## src/rtl/ddfs_sweep_ctrl.sv

```systemverilog
// DDFS sweep controller: streams a 256-entry amplitude table into the
// DDFS RAM, then steps the carrier word through a linear frequency sweep.
//
// Ports:
//   clk, reset            clock, async active-high reset
//   start, abort          start pulse (IDLE only), abort level
//   f_start, f_step       initial carrier word, signed per-step increment
//   n_steps, dwell        step count, cycles-per-step minus one
//   pha_in, env_in        phase offset and envelope applied during sweep
//   tbl_valid/ready/data  amplitude-table stream handshake
//   p2a_we/waddr/din      amplitude RAM write port
//   fccw, focw, pha, env  DDFS control words
//   busy, done            not-idle flag, end-of-sweep pulse
module ddfs_sweep_ctrl #(
  parameter int PW = 30,
  parameter int DW = 16
) (
  input  logic          clk,
  input  logic          reset,
  input  logic          start,
  input  logic          abort,
  input  logic [PW-1:0] f_start,
  input  logic [PW-1:0] f_step,
  input  logic [DW-1:0] n_steps,
  input  logic [DW-1:0] dwell,
  input  logic [PW-1:0] pha_in,
  input  logic [15:0]   env_in,
  input  logic          tbl_valid,
  input  logic [15:0]   tbl_data,
  output logic          tbl_ready,
  output logic          p2a_we,
  output logic [7:0]    p2a_waddr,
  output logic [15:0]   p2a_din,
  output logic [PW-1:0] fccw,
  output logic [PW-1:0] focw,
  output logic [PW-1:0] pha,
  output logic [15:0]   env,
  output logic          busy,
  output logic          done
);

  typedef enum logic [1:0] {
    IDLE,
    LOAD,
    SWEEP,
    FINISH
  } state_e;

  state_e state_q, state_d;

  logic [7:0]    lcnt_q, lcnt_d;
  logic [PW-1:0] fstart_q, fstart_d;
  logic [PW-1:0] fstep_q, fstep_d;
  logic [DW-1:0] nstep_q, nstep_d;
  logic [DW-1:0] dwell_q, dwell_d;
  logic [PW-1:0] phal_q, phal_d;
  logic [15:0]   envl_q, envl_d;
  logic [DW-1:0] k_q, k_d;
  logic [DW-1:0] dcnt_q, dcnt_d;

  logic [PW-1:0] fccw_q, fccw_d;
  logic [PW-1:0] pha_q, pha_d;
  logic [15:0]   env_q, env_d;
  logic          we_q, we_d;
  logic [7:0]    waddr_q, waddr_d;
  logic [15:0]   din_q, din_d;
  logic          done_q, done_d;

  always_ff @(posedge clk or posedge reset) begin
    if (reset) begin
      state_q  <= IDLE;
      lcnt_q   <= '0;
      fstart_q <= '0;
      fstep_q  <= '0;
      nstep_q  <= '0;
      dwell_q  <= '0;
      phal_q   <= '0;
      envl_q   <= '0;
      k_q      <= '0;
      dcnt_q   <= '0;
      fccw_q   <= '0;
      pha_q    <= '0;
      env_q    <= '0;
      we_q     <= 1'b0;
      waddr_q  <= '0;
      din_q    <= '0;
      done_q   <= 1'b0;
    end else begin
      state_q  <= state_d;
      lcnt_q   <= lcnt_d;
      fstart_q <= fstart_d;
      fstep_q  <= fstep_d;
      nstep_q  <= nstep_d;
      dwell_q  <= dwell_d;
      phal_q   <= phal_d;
      envl_q   <= envl_d;
      k_q      <= k_d;
      dcnt_q   <= dcnt_d;
      fccw_q   <= fccw_d;
      pha_q    <= pha_d;
      env_q    <= env_d;
      we_q     <= we_d;
      waddr_q  <= waddr_d;
      din_q    <= din_d;
      done_q   <= done_d;
    end
  end

  always_comb begin
    state_d  = state_q;
    lcnt_d   = lcnt_q;
    fstart_d = fstart_q;
    fstep_d  = fstep_q;
    nstep_d  = nstep_q;
    dwell_d  = dwell_q;
    phal_d   = phal_q;
    envl_d   = envl_q;
    k_d      = k_q;
    dcnt_d   = dcnt_q;
    fccw_d   = fccw_q;
    pha_d    = pha_q;
    env_d    = env_q;
    we_d     = 1'b0;
    waddr_d  = waddr_q;
    din_d    = din_q;
    done_d   = 1'b0;

    // Abort beats every transition, including a final table word or
    // the last step boundary landing in the same cycle.
    if (abort) begin
      state_d = IDLE;
      fccw_d  = '0;
      pha_d   = '0;
      env_d   = '0;
    end else begin
      unique case (state_q)
        IDLE: begin
          fccw_d = '0;
          pha_d  = '0;
          env_d  = '0;
          if (start) begin
            state_d  = LOAD;
            lcnt_d   = '0;
            fstart_d = f_start;
            fstep_d  = f_step;
            nstep_d  = n_steps;
            dwell_d  = dwell;
            phal_d   = pha_in;
            envl_d   = env_in;
          end
        end
        LOAD: begin
          if (tbl_valid) begin
            we_d    = 1'b1;
            waddr_d = lcnt_q;
            din_d   = tbl_data;
            lcnt_d  = lcnt_q + 8'd1;
            if (lcnt_q == 8'hFF) begin
              state_d = SWEEP;
              fccw_d  = fstart_q;
              pha_d   = phal_q;
              env_d   = envl_q;
              k_d     = '0;
              dcnt_d  = '0;
            end
          end
        end
        SWEEP: begin
          if (nstep_q == '0) begin
            state_d = FINISH;
            env_d   = '0;
            done_d  = 1'b1;
          end else if (dcnt_q == dwell_q) begin
            dcnt_d = '0;
            k_d    = k_q + DW'(1);
            if ((k_q + DW'(1)) == nstep_q) begin
              state_d = FINISH;
              env_d   = '0;
              done_d  = 1'b1;
            end else begin
              fccw_d = fccw_q + fstep_q;
            end
          end else begin
            dcnt_d = dcnt_q + DW'(1);
          end
        end
        FINISH: begin
          state_d = IDLE;
          fccw_d  = '0;
          pha_d   = '0;
          env_d   = '0;
        end
        default: state_d = IDLE;
      endcase
    end
  end

  assign tbl_ready = (state_q == LOAD);
  assign busy      = (state_q != IDLE);
  assign p2a_we    = we_q;
  assign p2a_waddr = waddr_q;
  assign p2a_din   = din_q;
  assign fccw      = fccw_q;
  // Offset word reserved for a future FSK mode.
  assign focw      = '0;
  assign pha       = pha_q;
  assign env       = env_q;
  assign done      = done_q;

endmodule

```

## config.mk

```make
export PLATFORM = sky130hd
export DESIGN_NAME = ddfs_sweep_ctrl
export DESIGN_NICKNAME = d
export VERILOG_FILES = /design/src/rtl/ddfs_sweep_ctrl.sv
export SDC_FILE = /design/constraint.sdc
export NUM_CORES = 1
export LEC_CHECK = 0
export BUFFER_PORTS_ARGS = -buffer_cell sky130_fd_sc_hd__clkbuf_2
export CORE_MARGIN = 1
export CORE_UTILIZATION = 50
export CTS_CLUSTER_DIAMETER = 30
export DETAILED_ROUTE_END_ITERATION = 10
export GPL_ROUTABILITY_DRIVEN = 1
export PLACE_DENSITY = 0.83
export SETUP_SLACK_MARGIN = 0.05
export SYNTH_ARGS = -nofsm -noshare
export SYNTH_HDL_FRONTEND = slang
export SYNTH_SLANG_ARGS = --single-unit
```

## constraint.sdc

```tcl
create_clock -name clk -period 7.9 [get_ports clk]
set_input_delay 0 -clock clk [delete_from_list [all_inputs] [get_ports clk]]
set_output_delay 0 -clock clk [all_outputs]
set_load 0.03 [all_outputs]
```

# After elaboration in Yosys (flattened, before gate mapping)
# Cells that the tools add are included.
# word_totals
ff_bits	282
latchBits	0
ram_bits	0
rom_bits	0
inputBits	159
out_inout_bits	134
elab_cells	102
mem_count	0
# classes
addsub	4
n_mul	0
div_mod_pow	0
n_lt_le_gt_ge	0
n_eq_ne	19
n_shift	0
mux	45
n_bitwise	1
reduce_logical	16
# op_table
operator	n
$mux W30	9
$mux W16	12
$pmux W30 S3	1
$pmux W16 S2	2
$pmux W30 S2	1
$pmux W16 S3	1
$add A16 B1 Y16 const B	2
$eq A16 B16 Y1	2
$add A30 B30 Y30	1
$logic_not A16 Y1	1
$mux W8	2
$pmux W8 S2	1
$ne A3 B3 Y1 const B	5
$reduce_and A5 Y1	3
$mux W2	7
$reduce_and A3 Y1	3
$add A8 B1 Y8 const B	1
$eq A8 B8 Y1 const B	1
$mux W1	8
$ne A2 B2 Y1 const B	4
$ne A4 B4 Y1 const B	2
$pmux W2 S4	1
$reduce_and A4 Y1	2
$reduce_and A6 Y1	1
other kinds (9)	12

# Depth between registers and ports, before layout
# depth
ltp_word	7
mapped_depth	13
depth_no_buf	13

# Worst setup path after synthesis
# Ideal clock, no wire load.
# synth_path
kind	reg2reg
from	register fccw_q[0], in the netlist fccw[0]
to	register fccw_q[28], in the netlist fccw[28]
t_arrival_ns	2.952
t_required_ns	7.827
slack_ns	4.875
stages_incl_launch_ff	14
path_buffers	0
synth_period_minus_slack_ns	3.025
path_cell_list	dfrtp_1 > ha_1 > inv_1 > fa_1 > nor2b_1 > o31a_1 > o21ai_1 > a21oi_1 > a221o_1 > a21boi_1 > o21ai_0 > a2111oi_0 > o21ai_0 > a21oi_2
# synth_between
elab_chain_len	6
# synth_rtl
element	line	rtl
start: declaration	61	logic [PW-1:0] fccw_q, fccw_d;
start signal: assignment	99	fccw_q <= fccw_d;
$add A30 B30 Y30	181	fccw_d = fccw_q + fstep_q;
$mux W30	176	if ((k_q + DW'(1)) == nstep_q) begin
$mux W30	173	end else if (dcnt_q == dwell_q) begin
$mux W30	169	if (nstep_q == '0) begin
$pmux W30 S3	136	unique case (state_q)
$mux W30	130	if (abort) begin
# Every way passes these cells. The select of a mux whose other input is x is not followed.
# A chain may end at the register's enable or synchronous reset.

# Final worst setup path
# layout_path
from	register k_q[0]
to	register fccw_q[29], in the netlist fccw[29]
# layout_between
elab_chain_len	4
# layout_rtl
element	line	rtl
start: declaration	58	logic [DW-1:0] k_q, k_d;
start signal: assignment	97	k_q <= k_d;
$add A16 B1 Y16	176	
$eq A16 B16 Y1	176	
$ne A3 B3 Y1 (no line)	-	
$reduce_and A5 Y1 (no line)	-	
# Every way passes these cells.

==> impl_metrics.py <==
metrics = {
    "yosys": {
        "synth-seq-cells": 282,
        "async_reset_ff_frac": 1.000,
        "yosysTopAreaCellShare": 0.5137,
        "syn-instance-count": 1255,
        "synth_area_leader_cell": "dfrtp_1",
        "syn_avg_cell_area_um2": 10.95,
        "syn_area_um2": 13740,
        "ys.flop_type": "dfrtp_1",
        "synth.most_common_cell": "dfrtp_1",
        "synthTopCellsByArea": "dfrtp_1, mux2_2, nand2_1, ha_1, o21ai_0",
        "synth_common_cells": "dfrtp_1, nand2_1, mux2_2, nor2_1, o21ai_0",
        "ys_seq_area_frac": 0.5137,
        "synth_edf_count": 0,
        "yosysUniqueCellTypes": 64,
        "yosysWarnings": 0,
    },
    "route": {
        "dr.pass1.iters": 5,
        "drc": 0,
        "postRouteAntennaNets": 0,
        "vias": 11450,
        "drt_iter0_markers": 663,
        "vias_per_cell": 5.463,
        "totalWireLength_um": 37950,
        "wl_per_cell_um": 18.10,
    },
    "critical_path": {
        "required_ns": 8.34,
        "crit_fanout": 27,
        "start_kind": "flop",
        "crit_path_end_kind": "flop",
        "critPathKind": "flop to flop",
        "arrival_ns": 4.03,
    },
    "placed_design": {
        "hpwl_um": 22100,
        "port_buffers": 262,
        "gp_congestion": 0.9163,
        "dp.cells": 1814,
    },
    "floorplanning": {
        "dieHeight_um": 167.8,
        "rows": 60,
        "ios": 293,
        "die_w_um": 167.8,
        "core_um2": 26950,
        "die_area_um2": 28140,
        "start_util": 0.5097,
    },
    "power": {
        "power.leakage_nw": 9.026,
        "power.density_nw_per_um2": 419.7,
        "ir_drop_uv": 302.9,
        "power_mw": 8.018,
    },
    "grt": {
        "antenna_found_initial": 3,
        "overflow": 0,
        "grt_max_degree": 127,
        "grt.total_usage": 0.2738,
        "grt_pass1_vias": 12094,
        "grt_pass1_wl_um": 61340,
    },
    "sta": {
        "relSlewSlack": 0.2886,
        "final-max-slew-violation-count": 0,
        "fin_tns_setup_ns": 0,
        "post-route-min-period_ns": 3.581,
        "period_share": 0.4533,
        "worstMarginPinSlew_ns": 1.065,
        "rsz0062_at_grt": "no",
        "fmax_ghz": 0.2792,
        "setup-violations-final": 0,
        "final.setup_skew_ns": 0.03592,
        "hold_viol_final": 0,
    },
    "final_layout": {
        "syn2layout_area_growth_pct": 39.07,
        "multi_input_area_um2": 6252,
        "fin_nets": 1893,
        "drive_gt1_frac": 0.3253,
        "fill_cells": 1791,
        "final_cells": 2096,
        "register_area_um2": 7057,
    },
    "run_status": {
        "status": "finished clean",
    },
    "cts": {
        "clk_pin_slew_ns": 0.05,
        "cts_max_level": 3,
        "cts_resized": 0,
        "cts_tree": "done",
        "root_buffer": "clkbuf_16",
        "cts_inserted_buffers": 67,
        "clk_latency_ns": 0.56,
        "clockBufferDepth": 3,
        "cts.sinks": 282,
    },
    "job": {
        "maxCapViolations": 0,
    },
    "hold_path": {
        "hold_class": "primary input to flop",
    },
}
==> placed cells by master, fill, tap and decap left out, types with 5 or more instances in the layout <==
cell type        n
a221oi_1        21
o21a_1           5
clkbuf_1         9
clkinvlp_4       6
and3_1          13
xor2_1          28
bufinv_16        6
dfrtp_1        282
xnor2_1         46
o21bai_1         5
buf_4           11
a21oi_1         35
nand3_1         24
conb_1          30
clkinv_2         8
a211oi_1         5
nand2_1        168
dlygate4sd3_1  156
mux2i_1          6
nor2_1          86
o31ai_1         12
nand4_1         12
nand2b_1        12
o211ai_1         5
or3_1            5
inv_6            6
inv_1           18
ha_1            35
a21o_1          13
clkbuf_2       262
clkbuf_8         9
nor2b_1          9
nor3_1          13
a31oi_1          5
clkbuf_16       70
o21ai_0         81
mux2_2         164
nor4_1           5
clkinv_4         6
==> logic make-up after synthesis <==
| kind of cell | Yosys count | synth area share |
|---|---|---|
| adders and majority gates | 36 | 0.03334 |
| buffers and inverters | 103 | 0.04081 |
| DFF | 282 | 0.5137 |
| AOI/OAI and AO/OA | 220 | 0.1036 |
| and+or+nand+nor | 369 | 0.1223 |
| xor gates and xnor gates | 74 | 0.04718 |
| other | 1 | 0.0002730 |
| muxes | 170 | 0.1388 |
==> timing repair <==
item | CTS | global route
buffers inserted | 0 | 0
hold endpoints to repair | 280 | 0
hold buffers | 156 | 0
==> per-stage QoR <==
| step | cell area (um2) | setup slack (ns) | utilization | hold WS (ns) |
|---|---|---|---|---|
| floorplan | 13850 | 0.1211 | - | 0.1506 |
| global placement | 15210 | 4.557 | 0.5643 | 0.2317 |
| detailed placement | 15210 | 4.452 | 0.5643 | 0.2360 |
| CTS | 19100 | 4.401 | 0.7086 | 0.00003858 |
| global route | 19100 | 4.123 | 0.7089 | 0.01718 |
| finish | 19100 | 4.319 | 0.7089 | 0.001610 |
==> per-layer routing <==
layer / vias to the layer above / part of all wire / GRT usage / routed length, um
met4: 0 / 0.042 / 0.1412 / 1583
met1: 5566 / 0.39 / 0.3147 / 14710
met2: 472 / 0.51 / 0.4734 / 19170
met5: - / 0 / 0 / 0
met3: 130 / 0.065 / 0.06736 / 2481
li1: 5282 / - / - / -
==> critical path, stage by stage (launching register included) <==
cell and delay (ns):
dfrtp_1 0.46, ha_1 0.29, nand3_1 0.27, or4_1 0.64, a21oi_1 0.18, nand4_1 0.16
nor4_4 0.26, o21ai_2 0.13, a21oi_4 0.76, a2111oi_0 0.17, o22ai_1 0.16
==> power breakdown <==
| group | leakage [nW] | total [mW] | internal, mW | switching, mW |
|---|---|---|---|---|
| clock | 1.13 | 2.78 | 1.91 | 0.876 |
| sequential | 3.56 | 2.42 | 2.01 | 0.417 |
| combinational | 4.33 | 2.81 | 1.16 | 1.65 |
==> final cells by class <==
cell class	instances	area share
flip-flops and latches	282	0.3694
well taps	341	0.02233
diodes	3	0.0003930
repair buffers	429	0.1547
clock buffers	88	0.09994
multi-input cells	899	0.3273
inverters	19	0.004126
clock inverters	35	0.02187
==> registers in the layout (all words and copies together), names as in the netlist, 16 cells and up <==
signal and cells:
pha 30, nstep_q 16, k_q 16, dcnt_q 16, fstart_q 30, dwell_q 16
phal_q 30, envl_q 16, env 16, fccw 30, fstep_q 30, p2a_din 16
==> final timing paths <==
kind                                startpoint                     end  slack, ns  cells past startpoint
max in group asynchronous                reset     pha[26]$_DFFE_PP0P_       6.12                      4
min                                      abort  state_q[0]$_DFFE_PP0P_      0.002                      3
max                         k_q[0]$_DFFE_PP0P_    fccw[29]$_DFFE_PP0P_       4.32                     10
min in group asynchronous                reset  p2a_din[3]$_DFFE_PP0P_       0.19                      3
min reg2reg                pha[12]$_DFFE_PP0P_     pha[12]$_DFFE_PP0P_       0.47                      2
max reg2reg                 k_q[0]$_DFFE_PP0P_    fccw[29]$_DFFE_PP0P_       4.32                     10
No activity file was read; power rests on OpenSTA's default activity.
